`src/rtl/matrix_pkg.sv`:
```
// Shared types and helpers for the matrix stream loader.
// Default-configuration derived widths live here for reuse by neighbouring blocks.
package matrix_pkg;

    typedef enum logic {
        IDLE = 1'b0,
        LOAD = 1'b1
    } state_t;

    localparam int ELEM_W_DEF  = 8;
    localparam int IN_W_DEF    = 2;
    localparam int MAX_DIM_DEF = 32;

    localparam int BEATS  = ELEM_W_DEF / IN_W_DEF;
    localparam int DIM_W  = $clog2(MAX_DIM_DEF + 1);
    localparam int ADDR_W = $clog2(MAX_DIM_DEF);

    // Element 0 occupies the most significant slot of a packed vector.
    function automatic int slot_lo(input int idx, input int max_dim, input int elem_w);
        return (max_dim - 1 - idx) * elem_w;
    endfunction

endpackage

```
`src/rtl/element_deserializer.sv`:
```
// Collects IN_W-bit beats, most significant first, into ELEM_W-bit elements.
// elem_valid_o is combinational on the beat that completes an element.
module element_deserializer #(
    parameter int IN_W   = 2,
    parameter int ELEM_W = 8
) (
    input  logic              clk,
    input  logic              rst,
    input  logic              clr_i,
    input  logic              beat_valid_i,
    input  logic [IN_W-1:0]   beat_data_i,
    output logic              elem_valid_o,
    output logic [ELEM_W-1:0] elem_data_o
);
    localparam int NB = ELEM_W / IN_W;
    localparam int CW = (NB > 1) ? $clog2(NB) : 1;

    logic [ELEM_W-1:0] shift_q, shift_d, shift_nxt;
    logic [CW-1:0]     cnt_q, cnt_d;

    if (ELEM_W > IN_W) begin : g_shift
        assign shift_nxt = {shift_q[ELEM_W-IN_W-1:0], beat_data_i};
    end else begin : g_single
        assign shift_nxt = beat_data_i;
    end

    assign elem_data_o = shift_nxt;

    always_comb begin
        shift_d      = shift_q;
        cnt_d        = cnt_q;
        elem_valid_o = 1'b0;
        if (clr_i) begin
            shift_d = '0;
            cnt_d   = '0;
        end else if (beat_valid_i) begin
            shift_d = shift_nxt;
            if (cnt_q == CW'(NB - 1)) begin
                elem_valid_o = 1'b1;
                cnt_d        = '0;
            end else begin
                cnt_d = cnt_q + CW'(1);
            end
        end
    end

    always_ff @(posedge clk or negedge rst) begin
        if (!rst) begin
            shift_q <= '0;
            cnt_q   <= '0;
        end else begin
            shift_q <= shift_d;
            cnt_q   <= cnt_d;
        end
    end

endmodule

```
`src/rtl/matrix_stream_loader.sv`:
```
// Deserialises a beat stream into runtime-length vectors and writes NUM_MAT matrices
// to dual-port storage, with gap timeout, config error reporting and auto re-arm.
module matrix_stream_loader
    import matrix_pkg::*;
#(
    parameter  int ELEM_W      = ELEM_W_DEF,
    parameter  int IN_W        = IN_W_DEF,
    parameter  int MAX_DIM     = MAX_DIM_DEF,
    parameter  int NUM_MAT     = 2,
    parameter  int TIMEOUT_CYC = 1024,
    localparam int DW          = $clog2(MAX_DIM + 1),
    localparam int AW          = $clog2(MAX_DIM),
    localparam int MW          = $clog2(NUM_MAT),
    localparam int VW          = MAX_DIM * ELEM_W
) (
    input  logic            eth_refclk,
    input  logic            rst,
    input  logic [DW-1:0]   cfg_dim,
    input  logic            axiiv,
    input  logic [IN_W-1:0] axiid,
    output logic            wr_valid,
    output logic [MW-1:0]   wr_mat,
    output logic [AW-1:0]   wr_addr,
    output logic [VW-1:0]   wr_data,
    output logic            busy,
    output logic            complete,
    output logic            err
);
    localparam int GW = $clog2(TIMEOUT_CYC + 1);

    state_t            state_q, state_d;
    logic [DW-1:0]     dim_q, dim_d, dim_eff;
    logic [AW-1:0]     elem_q, elem_d, vec_q, vec_d;
    logic [MW-1:0]     mat_q, mat_d;
    logic [GW-1:0]     gap_q, gap_d;
    logic [VW-1:0]     buf_q, buf_d, vec_full;
    logic              wr_valid_q, wr_valid_d, complete_q, complete_d, err_q, err_d;
    logic [MW-1:0]     wr_mat_q, wr_mat_d;
    logic [AW-1:0]     wr_addr_q, wr_addr_d;
    logic [VW-1:0]     wr_data_q, wr_data_d;
    logic              cfg_ok, take, timeout, elem_v;
    logic [ELEM_W-1:0] elem_data;

    // In IDLE the first beat must use the live cfg_dim since dim_q is not yet latched.
    assign cfg_ok  = (cfg_dim != '0) && (cfg_dim <= DW'(MAX_DIM));
    assign take    = axiiv && ((state_q == LOAD) || cfg_ok);
    assign dim_eff = (state_q == IDLE) ? cfg_dim : dim_q;
    assign timeout = (state_q == LOAD) && !axiiv && (gap_q == GW'(TIMEOUT_CYC - 1));

    element_deserializer #(
        .IN_W   (IN_W),
        .ELEM_W (ELEM_W)
    ) u_deser (
        .clk          (eth_refclk),
        .rst          (rst),
        .clr_i        (timeout),
        .beat_valid_i (take),
        .beat_data_i  (axiid),
        .elem_valid_o (elem_v),
        .elem_data_o  (elem_data)
    );

    always_comb begin
        state_d    = state_q;
        dim_d      = dim_q;
        elem_d     = elem_q;
        vec_d      = vec_q;
        mat_d      = mat_q;
        gap_d      = gap_q;
        buf_d      = buf_q;
        wr_valid_d = 1'b0;
        complete_d = 1'b0;
        err_d      = 1'b0;
        wr_mat_d   = wr_mat_q;
        wr_addr_d  = wr_addr_q;
        wr_data_d  = wr_data_q;
        vec_full   = buf_q;

        case (state_q)
            IDLE: begin
                if (axiiv) begin
                    if (cfg_ok) begin
                        dim_d   = cfg_dim;
                        gap_d   = '0;
                        state_d = LOAD;
                    end else begin
                        err_d = 1'b1;
                    end
                end
            end
            LOAD: begin
                if (axiiv) begin
                    gap_d = '0;
                end else if (timeout) begin
                    err_d   = 1'b1;
                    state_d = IDLE;
                    gap_d   = '0;
                    buf_d   = '0;
                    elem_d  = '0;
                    vec_d   = '0;
                    mat_d   = '0;
                end else begin
                    gap_d = gap_q + GW'(1);
                end
            end
            default: state_d = IDLE;
        endcase

        // Buffer is cleared after every write, so slots at or beyond dim stay zero.
        if (elem_v) begin
            vec_full[slot_lo(int'(elem_q), MAX_DIM, ELEM_W) +: ELEM_W] = elem_data;
            buf_d = vec_full;
            if (DW'(elem_q) == dim_eff - DW'(1)) begin
                wr_valid_d = 1'b1;
                wr_mat_d   = mat_q;
                wr_addr_d  = vec_q;
                wr_data_d  = vec_full;
                buf_d      = '0;
                elem_d     = '0;
                if (DW'(vec_q) == dim_eff - DW'(1)) begin
                    vec_d = '0;
                    if (mat_q == MW'(NUM_MAT - 1)) begin
                        mat_d      = '0;
                        complete_d = 1'b1;
                        state_d    = IDLE;
                    end else begin
                        mat_d = mat_q + MW'(1);
                    end
                end else begin
                    vec_d = vec_q + AW'(1);
                end
            end else begin
                elem_d = elem_q + AW'(1);
            end
        end
    end

    always_ff @(posedge eth_refclk or negedge rst) begin
        if (!rst) begin
            state_q    <= IDLE;
            dim_q      <= '0;
            elem_q     <= '0;
            vec_q      <= '0;
            mat_q      <= '0;
            gap_q      <= '0;
            buf_q      <= '0;
            wr_valid_q <= 1'b0;
            complete_q <= 1'b0;
            err_q      <= 1'b0;
            wr_mat_q   <= '0;
            wr_addr_q  <= '0;
            wr_data_q  <= '0;
        end else begin
            state_q    <= state_d;
            dim_q      <= dim_d;
            elem_q     <= elem_d;
            vec_q      <= vec_d;
            mat_q      <= mat_d;
            gap_q      <= gap_d;
            buf_q      <= buf_d;
            wr_valid_q <= wr_valid_d;
            complete_q <= complete_d;
            err_q      <= err_d;
            wr_mat_q   <= wr_mat_d;
            wr_addr_q  <= wr_addr_d;
            wr_data_q  <= wr_data_d;
        end
    end

    assign wr_valid = wr_valid_q;
    assign wr_mat   = wr_mat_q;
    assign wr_addr  = wr_addr_q;
    assign wr_data  = wr_data_q;
    assign complete = complete_q;
    assign err      = err_q;
    assign busy     = (state_q == LOAD);

endmodule

```
`config.mk`:
```
export PLATFORM = sky130hd
export DESIGN_NAME = matrix_stream_loader
export DESIGN_NICKNAME = d
export VERILOG_FILES = /design/src/rtl/matrix_pkg.sv /design/src/rtl/element_deserializer.sv /design/src/rtl/matrix_stream_loader.sv
export SDC_FILE = /design/constraint.sdc
export NUM_CORES = 1
export LEC_CHECK = 0
export CORE_ASPECT_RATIO = 0.9
export CORE_MARGIN = 2
export CORE_UTILIZATION = 56
export DETAILED_ROUTE_END_ITERATION = 8
export PLACE_DENSITY_LB_ADDON = 0.12
export SYNTH_ARGS = -nofsm -noshare
export SYNTH_HDL_FRONTEND = slang
export SYNTH_SLANG_ARGS = --single-unit
export TNS_END_PERCENT = 20
```
`constraint.sdc`:
```
create_clock -name eth_refclk -period 3.84 [get_ports eth_refclk]
set_clock_uncertainty 0.05 [all_clocks]
set_input_delay 0.768 -clock eth_refclk [delete_from_list [all_inputs] [get_ports eth_refclk]]
set_output_delay 0.768 -clock eth_refclk [all_outputs]
set_load 0.05 [all_outputs]
```
==> results of run 1 <==
## layout make-up
type / count / area (µm²) / area share [%]
clock inverter: 21 / 287 / 0.979
inverter: 16 / 60.1 / 0.205
sequential: 558 / 14000 / 47.7
multi-input combinational: 1721 / 9190 / 31.4
tap: 547 / 684 / 2.34
timing repair buffer: 341 / 3410 / 11.6
clock buffer: 81 / 1680 / 5.73
## synth_stat cells, drive strengths merged (8+ instances only)
| cell | n | area share, % |
|---|---|---|
| a21oi | 251 | 5.2 |
| a22o | 117 | 4.3 |
| and2 | 14 | 0.37 |
| and3 | 11 | 0.29 |
| buf | 50 | 1.3 |
| clkbuf | 120 | 1.9 |
| dfrtp | 558 | 58 |
| inv | 16 | 0.25 |
| mux2i | 21 | 0.88 |
| nand2 | 382 | 6.0 |
| nand2b | 19 | 0.50 |
| nand3 | 33 | 0.69 |
| nor2 | 331 | 5.2 |
| nor3 | 12 | 0.25 |
| o21ai | 293 | 6.1 |
| o2bb2ai | 134 | 4.9 |
| or3 | 8 | 0.21 |
| xnor2 | 11 | 0.40 |
| xor2 | 13 | 0.48 |
## registers in the layout (all words and copies together) (netlist names), 2 cells and up
register	cells
vec_q	5
wr_data	256
dim_q	6
buf_q	256
elem_q	5
u_deser.shift_q	6
gap_q	11
u_deser.cnt_q	2
wr_addr	5
## through the flow
stage / cells / utilization, % / worst slack [ns] / area, µm²
2_1_floorplan: 2465 / - / 0.406 / 24000
3_3_place_gp: 3182 / 65.0 / 0.00212 / 27300
3_5_place_dp: 3182 / 65.0 / -0.0868 / 27300
4_1_cts: 3284 / 69.6 / 0.310 / 29300
5_1_grt: 3285 / 69.7 / 0.0394 / 29300
6_report: 3285 / 69.7 / 0.274 / 29300
## layer usage
layer	wire length [µm]	track usage, %
met1	29600	43.7
met2	32400	49.3
met3	5130	5.74
met4	2150	10.4
met5	0	0
## power by group
group / internal (mW) / switching (mW)
Combinational: 0.803 / 2.58
Clock: 3.49 / 2.32
Sequential: 6.11 / 0.224
## cells by family (layout without fill, tap and decap cells)
family / after synthesis / count (layout)
AO/OA/AOI/OAI: 821 / 821
flip-flops: 558 / 558
AND/OR/NAND/NOR: 842 / 842
adder cells (fa/ha/maj): 6 / 6
buffers and inverters: 186 / 459
multiplexers: 28 / 28
XOR/XNOR: 24 / 24
## critical path, cell delays in order, from the launching register on
cell       delay [ns]
dfrtp_1          0.45
ha_1             0.30
and2_1           0.23
a21oi_1          0.86
nor2_1           0.47
nand2_1          0.26
nor2_1           0.07
o21ai_1          0.59
o2bb2ai_1        0.20
## final timing paths
kind                                             to
setup / recovery              buf_q[46]$_DFFE_PN0P_
hold / removal             wr_data[113]$_DFFE_PN0P_
setup reg to reg              buf_q[46]$_DFFE_PN0P_
hold reg to reg              wr_addr[1]$_DFFE_PN0P_
max in group asynchronous    buf_q[221]$_DFFE_PN0P_
min in group eth_refclk      wr_addr[1]$_DFFE_PN0P_
==> impl_metrics.yaml, run 1 <==
status:
  run_status: "finished clean"
drt:
  routed-via-count: 19800
  wirelength_mm: 69.3
  ant_nets: 0
  dr.pass1.iters: 5
  drt_iter0_drc: 2174
  drcViolationCount: 0
  avgViaCountPerCell: 6.03
  wl_per_cell_um: 21.1
clock_network:
  cts_tree: "done"
  clock_path_buffers: 3
  root_buffer: "clkbuf_16"
  clk_latency_ns: 0.60
  h-tree-depth: 2
  clock-sinks: 558
  clkTransAtPathRegs_ns: 0.06
  cts_setup_buffers: 0
  numCtsBuffers: 55
  hold_buffers: 0
  cts.repair.resized: 0
cells_and_area:
  drive_above_1_share_pct: 6.57
  layout_common_cells: "558 x dfrtp_1, 382 x nand2_1, 330 x nor2_1, 275 x clkdlybuf4s50_1, 251 x a21oi_1"
  nets: 2710
  syn_to_final_growth_pct: 22.1
  num_antenna_cells: 0
  fillers: 3248
  final_common_cell: "dfrtp_1"
placed_design:
  place_congestion: 0.887
  portBuffers: 276
  dp_hpwl_mm: 46.9
timing:
  period_share_pct: 92.9
  rsz0062_at_grt: "false"
  hold_viol: 0
  tns_ns: 0
  fmaxAchievable_mhz: 280
  finalSetupViolations: 0
  tightest_slew_ns: 1.11
  slew_headroom_pct: 25.8
  slew_viol_final: 0
  hold_ws_ns: 0.141
  post-route-min-period_ns: 3.57
worst_setup_path:
  rrSetupSlack_ns: 0.27
  worstRegToRegCells: 8
  cp-start-kind: "flip-flop"
  crit_type: "reg -> reg"
  r2r-start: "elem_q[1]$_DFFE_PN0P_"
  worstPathRequired_ns: 4.29
  crit_path_start: "elem_q[1]$_DFFE_PN0P_"
  crit_arrival_ns: 4.02
  end_kind: "flip-flop"
  cp_max_fo: 12
floorplan:
  die_height_um: 200
  start_util_pct: 57.0
  die_x_um: 222
  dieArea_um2: 44500
  io_pins: 277
  num_rows: 71
  core_um2: 42000
global_route:
  grt_usage_pct: 31.1
  grt_first_pass_wirelength_mm: 110
  antenna_found_initial: 0
  overflow: 0
  grt_max_degree: 215
  first_global_vias: 19500
synth:
  syn_inst: 2465
  synth_flop_cell: "dfrtp_1"
  ys_ff_latch: 558
  syn-mean-instance-area_um2: 9.72
  ys_types: 53
  syn_area_um2: 24000
  synth_compound_area_share_pct: 21.5
  yosysWarnings: 0
  synth_xor_area_share_pct: 0.877
  synth-seq-area-share_pct: 58.3
  ys_async_sr_fraction_pct: 100
  synth_mux_area_share_pct: 1.21
  synth_top_family_by_area: "compound AO/OA/AOI/OAI gates"
  synthesis.nets: 2482
  synthAdderAreaFrac_pct: 0.313
  synth-edff-count: 0
  synth_simple_gate_area_share_pct: 14.4
pwr:
  p_total_mw: 15.5
  power.static_leakage_nw: 12.4
  ir_worst_vdd_mv: 0.315
  powerDensity_nw_per_um2: 530
flow_run:
  maxCapViolations: 0
min_path:
  min_path_type: "in -> async"
No activity file was read; power rests on OpenSTA's default activity.
==> inputs of run 2 (changes only) <==
--- a/config.mk
+++ b/config.mk
@@ -7,8 +7,10 @@
 export LEC_CHECK = 0
 export CORE_ASPECT_RATIO = 0.9
 export CORE_MARGIN = 2
-export CORE_UTILIZATION = 56
+export CORE_UTILIZATION = 59
+export CTS_CLUSTER_SIZE = 20
 export DETAILED_ROUTE_END_ITERATION = 8
+export DONT_BUFFER_PORTS = 1
 export PLACE_DENSITY_LB_ADDON = 0.12
 export SYNTH_ARGS = -nofsm -noshare
 export SYNTH_HDL_FRONTEND = slang
==> constraint.sdc (replaced) <==
create_clock -name eth_refclk -period 3.3 [get_ports eth_refclk]
set_clock_uncertainty 0.05 [all_clocks]
set_input_delay 0.66 -clock eth_refclk [delete_from_list [all_inputs] [get_ports eth_refclk]]
set_output_delay 0.66 -clock eth_refclk [all_outputs]
set_load 0.05 [all_outputs]
==> run 2 against run 1 <==
Effect of this change:
- the run now ends with negative hold slack, max-slew violations left
- core utilization is 4.7 points lower
- critical path depth is 1 higher
- via count is 7.3% lower
- wire length is 6.7% lower
- cell count is 8.9% lower
- sequential power is 20% higher
- setup slack worse by 0.14 ns
- global-route usage is 0.14 points lower
- combinational power hardly changed
- hold slack worse by 0.44 ns
==> impl_metrics.yaml, run 2 (same netlist as run 1, synthesis figures left out) <==
worst_setup_path:
  cp.depth: 9
  worstRegToRegCells: 9
  r2r-start: "busy$_DFF_PN0_"
  critPathSlowestCell: "dfrtp_4"
  crit_top_cell: "xnor2_1"
  crit_type: "reg -> reg"
  worstPathRequired_ns: 3.70
  r2r-end: "wr_data[155]$_DFFE_PN0P_"
  cp-start-kind: "flip-flop"
  slowest_delay_ns: 0.56
  cp_num_buf_inv: 1
  cp_max_fo: 198
  critical_path.cell_chain: "mux2i_2, ha_2, xnor2_1, xnor2_1, nand4_1, or3_4, buf_16, nand2_1, o21ai_0"
  cpLargestDelayFamily: "simple AND/OR/NAND/NOR gates"
  crit_arrival_ns: 3.57
  end_kind: "flip-flop"
  rrSetupSlack_ns: 0.13
placed_design:
  portBuffers: 0
  dp_hpwl_mm: 43.3
  pre_cts_slack_ns: 0.0753
  place_congestion: 0.877
clock_network:
  numCtsBuffers: 55
  cts_setup_buffers: 0
  cts_tree: "done"
  clock-sinks: 558
  clock_path_buffers: 3
  clk_latency_ns: 0.61
  clkTransAtPathRegs_ns: 0.06
  root_buffer: "clkbuf_16"
  h-tree-depth: 2
cells_and_area:
  nets: 2429
  drive_above_1_share_pct: 6.93
  layout_common_cells: "557 x dfrtp_1, 382 x nand2_1, 329 x nor2_1, 251 x a21oi_1, 166 x o21ai_0"
  syn_to_final_growth_pct: 9.35
  final_common_cell: "dfrtp_1"
  num_antenna_cells: 0
timing:
  finalSetupViolations: 0
  period_share_pct: 96.1
  slew_viol_final: 152
  rsz0062_at_grt: "false"
  tns_ns: 0
  hold_viol: 274
  hold_ws_ns: -0.302
  tightest_slew_ns: 1.66
  post-route-min-period_ns: 3.17
  slew_headroom_pct: -10.8
  fin_ws_ns: 0.129
  fmaxAchievable_mhz: 315
floorplan:
  start_util_pct: 59.4
  core_um2: 40400
  num_rows: 70
  die_x_um: 216
  die_height_um: 195
  dieArea_um2: 42300
  io_pins: 277
global_route:
  first_global_vias: 17800
  overflow: 0
  grt_max_degree: 559
  antenna_found_initial: 0
  grt_first_pass_wirelength_mm: 103
  grt_usage_pct: 31.0
drt:
  ant_nets: 0
  routed-via-count: 18400
  drcViolationCount: 0
  wirelength_mm: 64.6
  drt_iter0_drc: 1878
  wl_per_cell_um: 21.6
  dr.pass1.iters: 5
  avgViaCountPerCell: 6.13
pwr:
  clockPowerShare_pct: 36.3
  sequentialPowerShare_pct: 44.1
  powerDensity_nw_per_um2: 657
  ir_worst_vdd_mv: 0.409
  power.static_leakage_nw: 11.3
  swShare_pct: 33.0
  power.internal_mw: 11.5
  power.switching_mw: 5.68
  p_comb_share_pct: 19.6
min_path:
  min_path_type: "in -> async"
status:
  run_status: "finished, violations left"
  violations: "negative hold slack, max-slew violations"
flow_run:
  maxCapViolations: 0
## run 2: cell types whose count changed in the layout (fill, tap and decap cells not counted), moves of 3 or more
| cell | change |
|---|---|
| bufinv_16 | -4 |
| buf_12 | -9 |
| clkbuf_1 | +7 |
| clkdlybuf4s50_1 | -275 |
| buf_4 | +3 |
## run 2: worst max path at each step
stage	to	from
2_1_floorplan	wr_data[252]$_DFFE_PN0P_	busy$_DFF_PN0_
3_3_place_gp	buf_q[101]$_DFFE_PN0P_	elem_q[1]$_DFFE_PN0P_
3_5_place_dp	buf_q[87]$_DFFE_PN0P_	cfg_dim[0]
4_1_cts	buf_q[100]$_DFFE_PN0P_	elem_q[1]$_DFFE_PN0P_
5_1_grt	buf_q[56]$_DFFE_PN0P_	busy$_DFF_PN0_
6_report	wr_data[155]$_DFFE_PN0P_	busy$_DFF_PN0_
## run 2: area by class of cell
cell class | count | area (µm²)
Clock buffer | 84 | 1630
Clock inverter | 15 | 156
Fill cell | 3269 | 14200
Inverter | 16 | 60.1
Multi-Input combinational cell | 1721 | 9220
Sequential cell | 558 | 14000
Tap cell | 540 | 676
Timing Repair Buffer | 60 | 512
## run 2: repair_timing
| action | CTS | global route |
|---|---|---|
| setup endpoints to repair | 0 | 202 |
| endpoints found under the hold margin | 558 | 558 |
| gates resized for setup | 0 | 9 |
## run 2: through the flow
step	area, µm²	utilization (%)	cells	total power, mW
3_3_place_gp	24400	60.4	2895	10.9
5_1_grt	26200	64.9	2994	17.9
6_report	26200	64.9	2994	17.2
2_1_floorplan	24000	-	2465	9.78
4_1_cts	26200	64.8	2994	17.2
3_5_place_dp	24400	60.4	2895	11.0
## run 2: metal layers
metal  track usage [%]  vias to the layer above  share of wire [%]
met5                 0                        -                  0
met4              10.4                        0                3.5
met3              8.47                      140                8.8
met2              46.8                      730                 45
met1              43.8                     8978                 43
li1                  -                     8508                  -
## run 2: power groups by stage
stage / sequential, mW / clock (mW) / combinational [mW]
floorplan: 7.59 / 0 / 2.19
global placement: 7.70 / 0 / 3.22
detailed placement: 7.71 / 0 / 3.30
CTS: 7.59 / 6.32 / 3.32
global route: 7.63 / 6.59 / 3.66
finish: 7.60 / 6.25 / 3.37
==> inputs of run 3 (changes only) <==
--- a/config.mk
+++ b/config.mk
@@ -5,6 +5,7 @@
 export SDC_FILE = /design/constraint.sdc
 export NUM_CORES = 1
 export LEC_CHECK = 0
+export ABC_AREA = 1
 export CORE_ASPECT_RATIO = 0.9
 export CORE_MARGIN = 2
 export CORE_UTILIZATION = 59
==> run 3 against run 2 <==
Effect of this change:
- cell count increased by 27%
- synthesized area increased by 7.3%
- highest routed layer unchanged
- clock power about the same
- total power increased by 20%
- via count increased by 16%
- hold slack improved by 0.0069 ns
- sequential share of layout area decreased by 3.3 points
- critical path type unchanged
- die area increased by 7.2%
- design area increased by 6.5%
- the flow still finishes with violations (negative hold slack, max-slew violations)
- count of clock-buffer cells in the layout decreased by 4
==> impl_metrics.yaml, run 3 <==
status:
  run_status: "finished, violations left"
  violations: "negative hold slack, max-slew violations"
clock_network:
  h-tree-depth: 2
  numCtsBuffers: 55
  clock-sinks: 558
  clock_path_buffers: 3
  cts_setup_buffers: 0
  clkTransAtPathRegs_ns: 0.06
  clk_latency_ns: 0.62
  root_buffer: "clkbuf_16"
  cts.repair.resized: 0
  cts_tree: "done"
cells_and_area:
  final_common_cell: "nand2_1"
  layout_common_cells: "1682 x nand2_1, 558 x dfrtp_1, 249 x o21ai_0, 173 x inv_1, 99 x nor2_1"
  drive_above_1_share_pct: 8.00
  nets: 3226
  final_core_util_pct: 65.0
  syn_to_final_growth_pct: 8.50
worst_setup_path:
  crit_arrival_ns: 3.54
  cp_max_fo: 16
  worstPathRequired_ns: 3.79
  crit_type: "reg -> reg"
  cp-start-kind: "flip-flop"
  end_kind: "flip-flop"
timing:
  rsz0062_at_grt: "false"
  slew_headroom_pct: -29.4
  fmaxAchievable_mhz: 328
  hold_viol: 304
  finalSetupViolations: 0
  tns_ns: 0
  post-route-min-period_ns: 3.05
  tightest_slew_ns: 1.94
  slew_viol_final: 208
  period_share_pct: 92.4
  hold_ws_ns: -0.295
synth:
  synth_mux_area_share_pct: 0
  syn_area_um2: 25700
  synth_top_family_by_area: "simple AND/OR/NAND/NOR gates"
  synth_compound_area_share_pct: 8.51
  synth_top_area_cell: "dfrtp_1"
  syn_inst: 3249
  ys_ff_latch: 558
  ys_types: 36
  synth.area.top_cells: "dfrtp_1 54%, nand2_1 25%, o21ai_0 4.8%, inv_1 2.5%, o21ai_2 1.6%"
  synth.most_common_cell: "nand2_1"
  synthesis.nets: 3266
  yosysWarnings: 0
  synth_xor_area_share_pct: 0.204
  synthTopCellsByCount: "1683 x nand2_1, 558 x dfrtp_1, 249 x o21ai_0, 173 x inv_1, 99 x nor2_1"
  synth-seq-area-share_pct: 54.3
  synth-edff-count: 0
  ys_async_sr_fraction_pct: 100
  yosys.area.top_type_share_pct: 54.3
  syn-mean-instance-area_um2: 7.92
  synth_flop_cell: "dfrtp_1"
  synth_simple_gate_area_share_pct: 30.1
  synthAdderAreaFrac_pct: 0.292
pwr:
  power.static_leakage_nw: 14.4
  p_total_mw: 20.7
  ir_worst_vdd_mv: 0.487
  powerDensity_nw_per_um2: 740
drt:
  met2_wirelength_mm: 32.1
  routed-via-count: 21300
  wl_per_cell_um: 18.6
  avgViaCountPerCell: 5.59
  top_layer_used: "met4"
  ant_nets: 0
  dr.pass1.iters: 9
  route.met3.wl_mm: 6.33
  drt_iter0_drc: 2276
  drcViolationCount: 0
  m1WireLength_mm: 30.0
  wirelength_mm: 70.6
placed_design:
  place_congestion: 0.869
  portBuffers: 0
  dp_hpwl_mm: 47.7
floorplan:
  dieArea_um2: 45300
  die_height_um: 202
  num_rows: 72
  die_x_um: 224
  io_pins: 277
  core_um2: 43000
  start_util_pct: 59.9
global_route:
  overflow: 0
  antenna_found_initial: 1
  grt_first_pass_wirelength_mm: 113
  grt_max_degree: 559
  first_global_vias: 20300
  grt_usage_pct: 31.7
flow_run:
  maxCapViolations: 0
min_path:
  min_path_type: "in -> async"
## run 3: cell count changes after synthesis, moves of 70 or more
cell | previous run | this run
a21oi_1 | 251 | 16
a22o_1 | 117 | 1
clkbuf_1 | 120 | 50
inv_1 | 15 | 173
nand2_1 | 382 | 1683
nor2_1 | 330 | 99
o21ai_0 | 166 | 249
o2bb2ai_1 | 134 | 0
## run 3: worst paths after layout
| path | slack [ns] | end | cells past startpoint | start |
|---|---|---|---|---|
| max | 0.25 | wr_data[97]$_DFFE_PN0P_ | 12 | elem_q[0]$_DFFE_PN0P_ |
| min | -0.30 | wr_data[111]$_DFFE_PN0P_ | 0 | rst |
| max reg2reg | 0.25 | wr_data[97]$_DFFE_PN0P_ | 12 | elem_q[0]$_DFFE_PN0P_ |
| min reg2reg | 0.43 | buf_q[57]$_DFFE_PN0P_ | 2 | buf_q[57]$_DFFE_PN0P_ |
| max in group asynchronous | 1.96 | wr_data[79]$_DFFE_PN0P_ | 0 | rst |
| min in group eth_refclk | 0.13 | dim_q[1]$_DFFE_PN0P_ | 2 | cfg_dim[1] |
## run 3: power breakdown
group	switching (mW)	leakage (nW)	internal, mW	total (mW)
Combinational	4.04	5.88	1.53	5.56
Clock	2.64	0.876	3.63	6.27
Sequential	0.925	7.63	7.89	8.82
## run 3: cell type report
cell class,count,area [µm²]
inverters,183,699
clock inverters,16,189
well taps,555,694
repair buffers,66,683
diodes,2,5.00
clock buffers,80,1590
flip-flops and latches,558,14000
multi-input cells,2345,10100
fillers,3654,15100
## run 3: layer usage
metal	track usage (%)	vias to the layer above
met3	6.93	122
li1	-	10000
met5	0	-
met1	44.5	10300
met2	49.0	848
met4	11.0	0
## run 3: cell families after synthesis
kind of cell	after synthesis
compound gates	398
simple gates	1935
flops	558
fa+ha+maj	6
xor+xnor	6
buf+inv	346
## run 3: metrics by stage
stage	cell area, µm²	std cells	hold WS (ns)	worst slack (ns)
3_5_place_dp	26100	3707	0.329	0.337
4_1_cts	27900	3803	-0.315	0.359
3_3_place_gp	26100	3707	0.329	0.419
5_1_grt	27900	3804	-0.307	0.0637
2_1_floorplan	25700	3249	0.314	0.482
6_report	27900	3805	-0.295	0.249
## run 3: worst max-delay path, stage by stage (launching register included)
cell     delay (ns)
dfrtp_1        0.39
ha_1           0.22
nand2_2        0.11
nor2_1         0.05
ha_1           0.31
inv_1          0.06
nor2_1         0.18
nand2_2        0.28
inv_1          0.16
nand2_1        0.35
o21ai_0        0.57
nand2_1        0.14
nand2_1        0.08
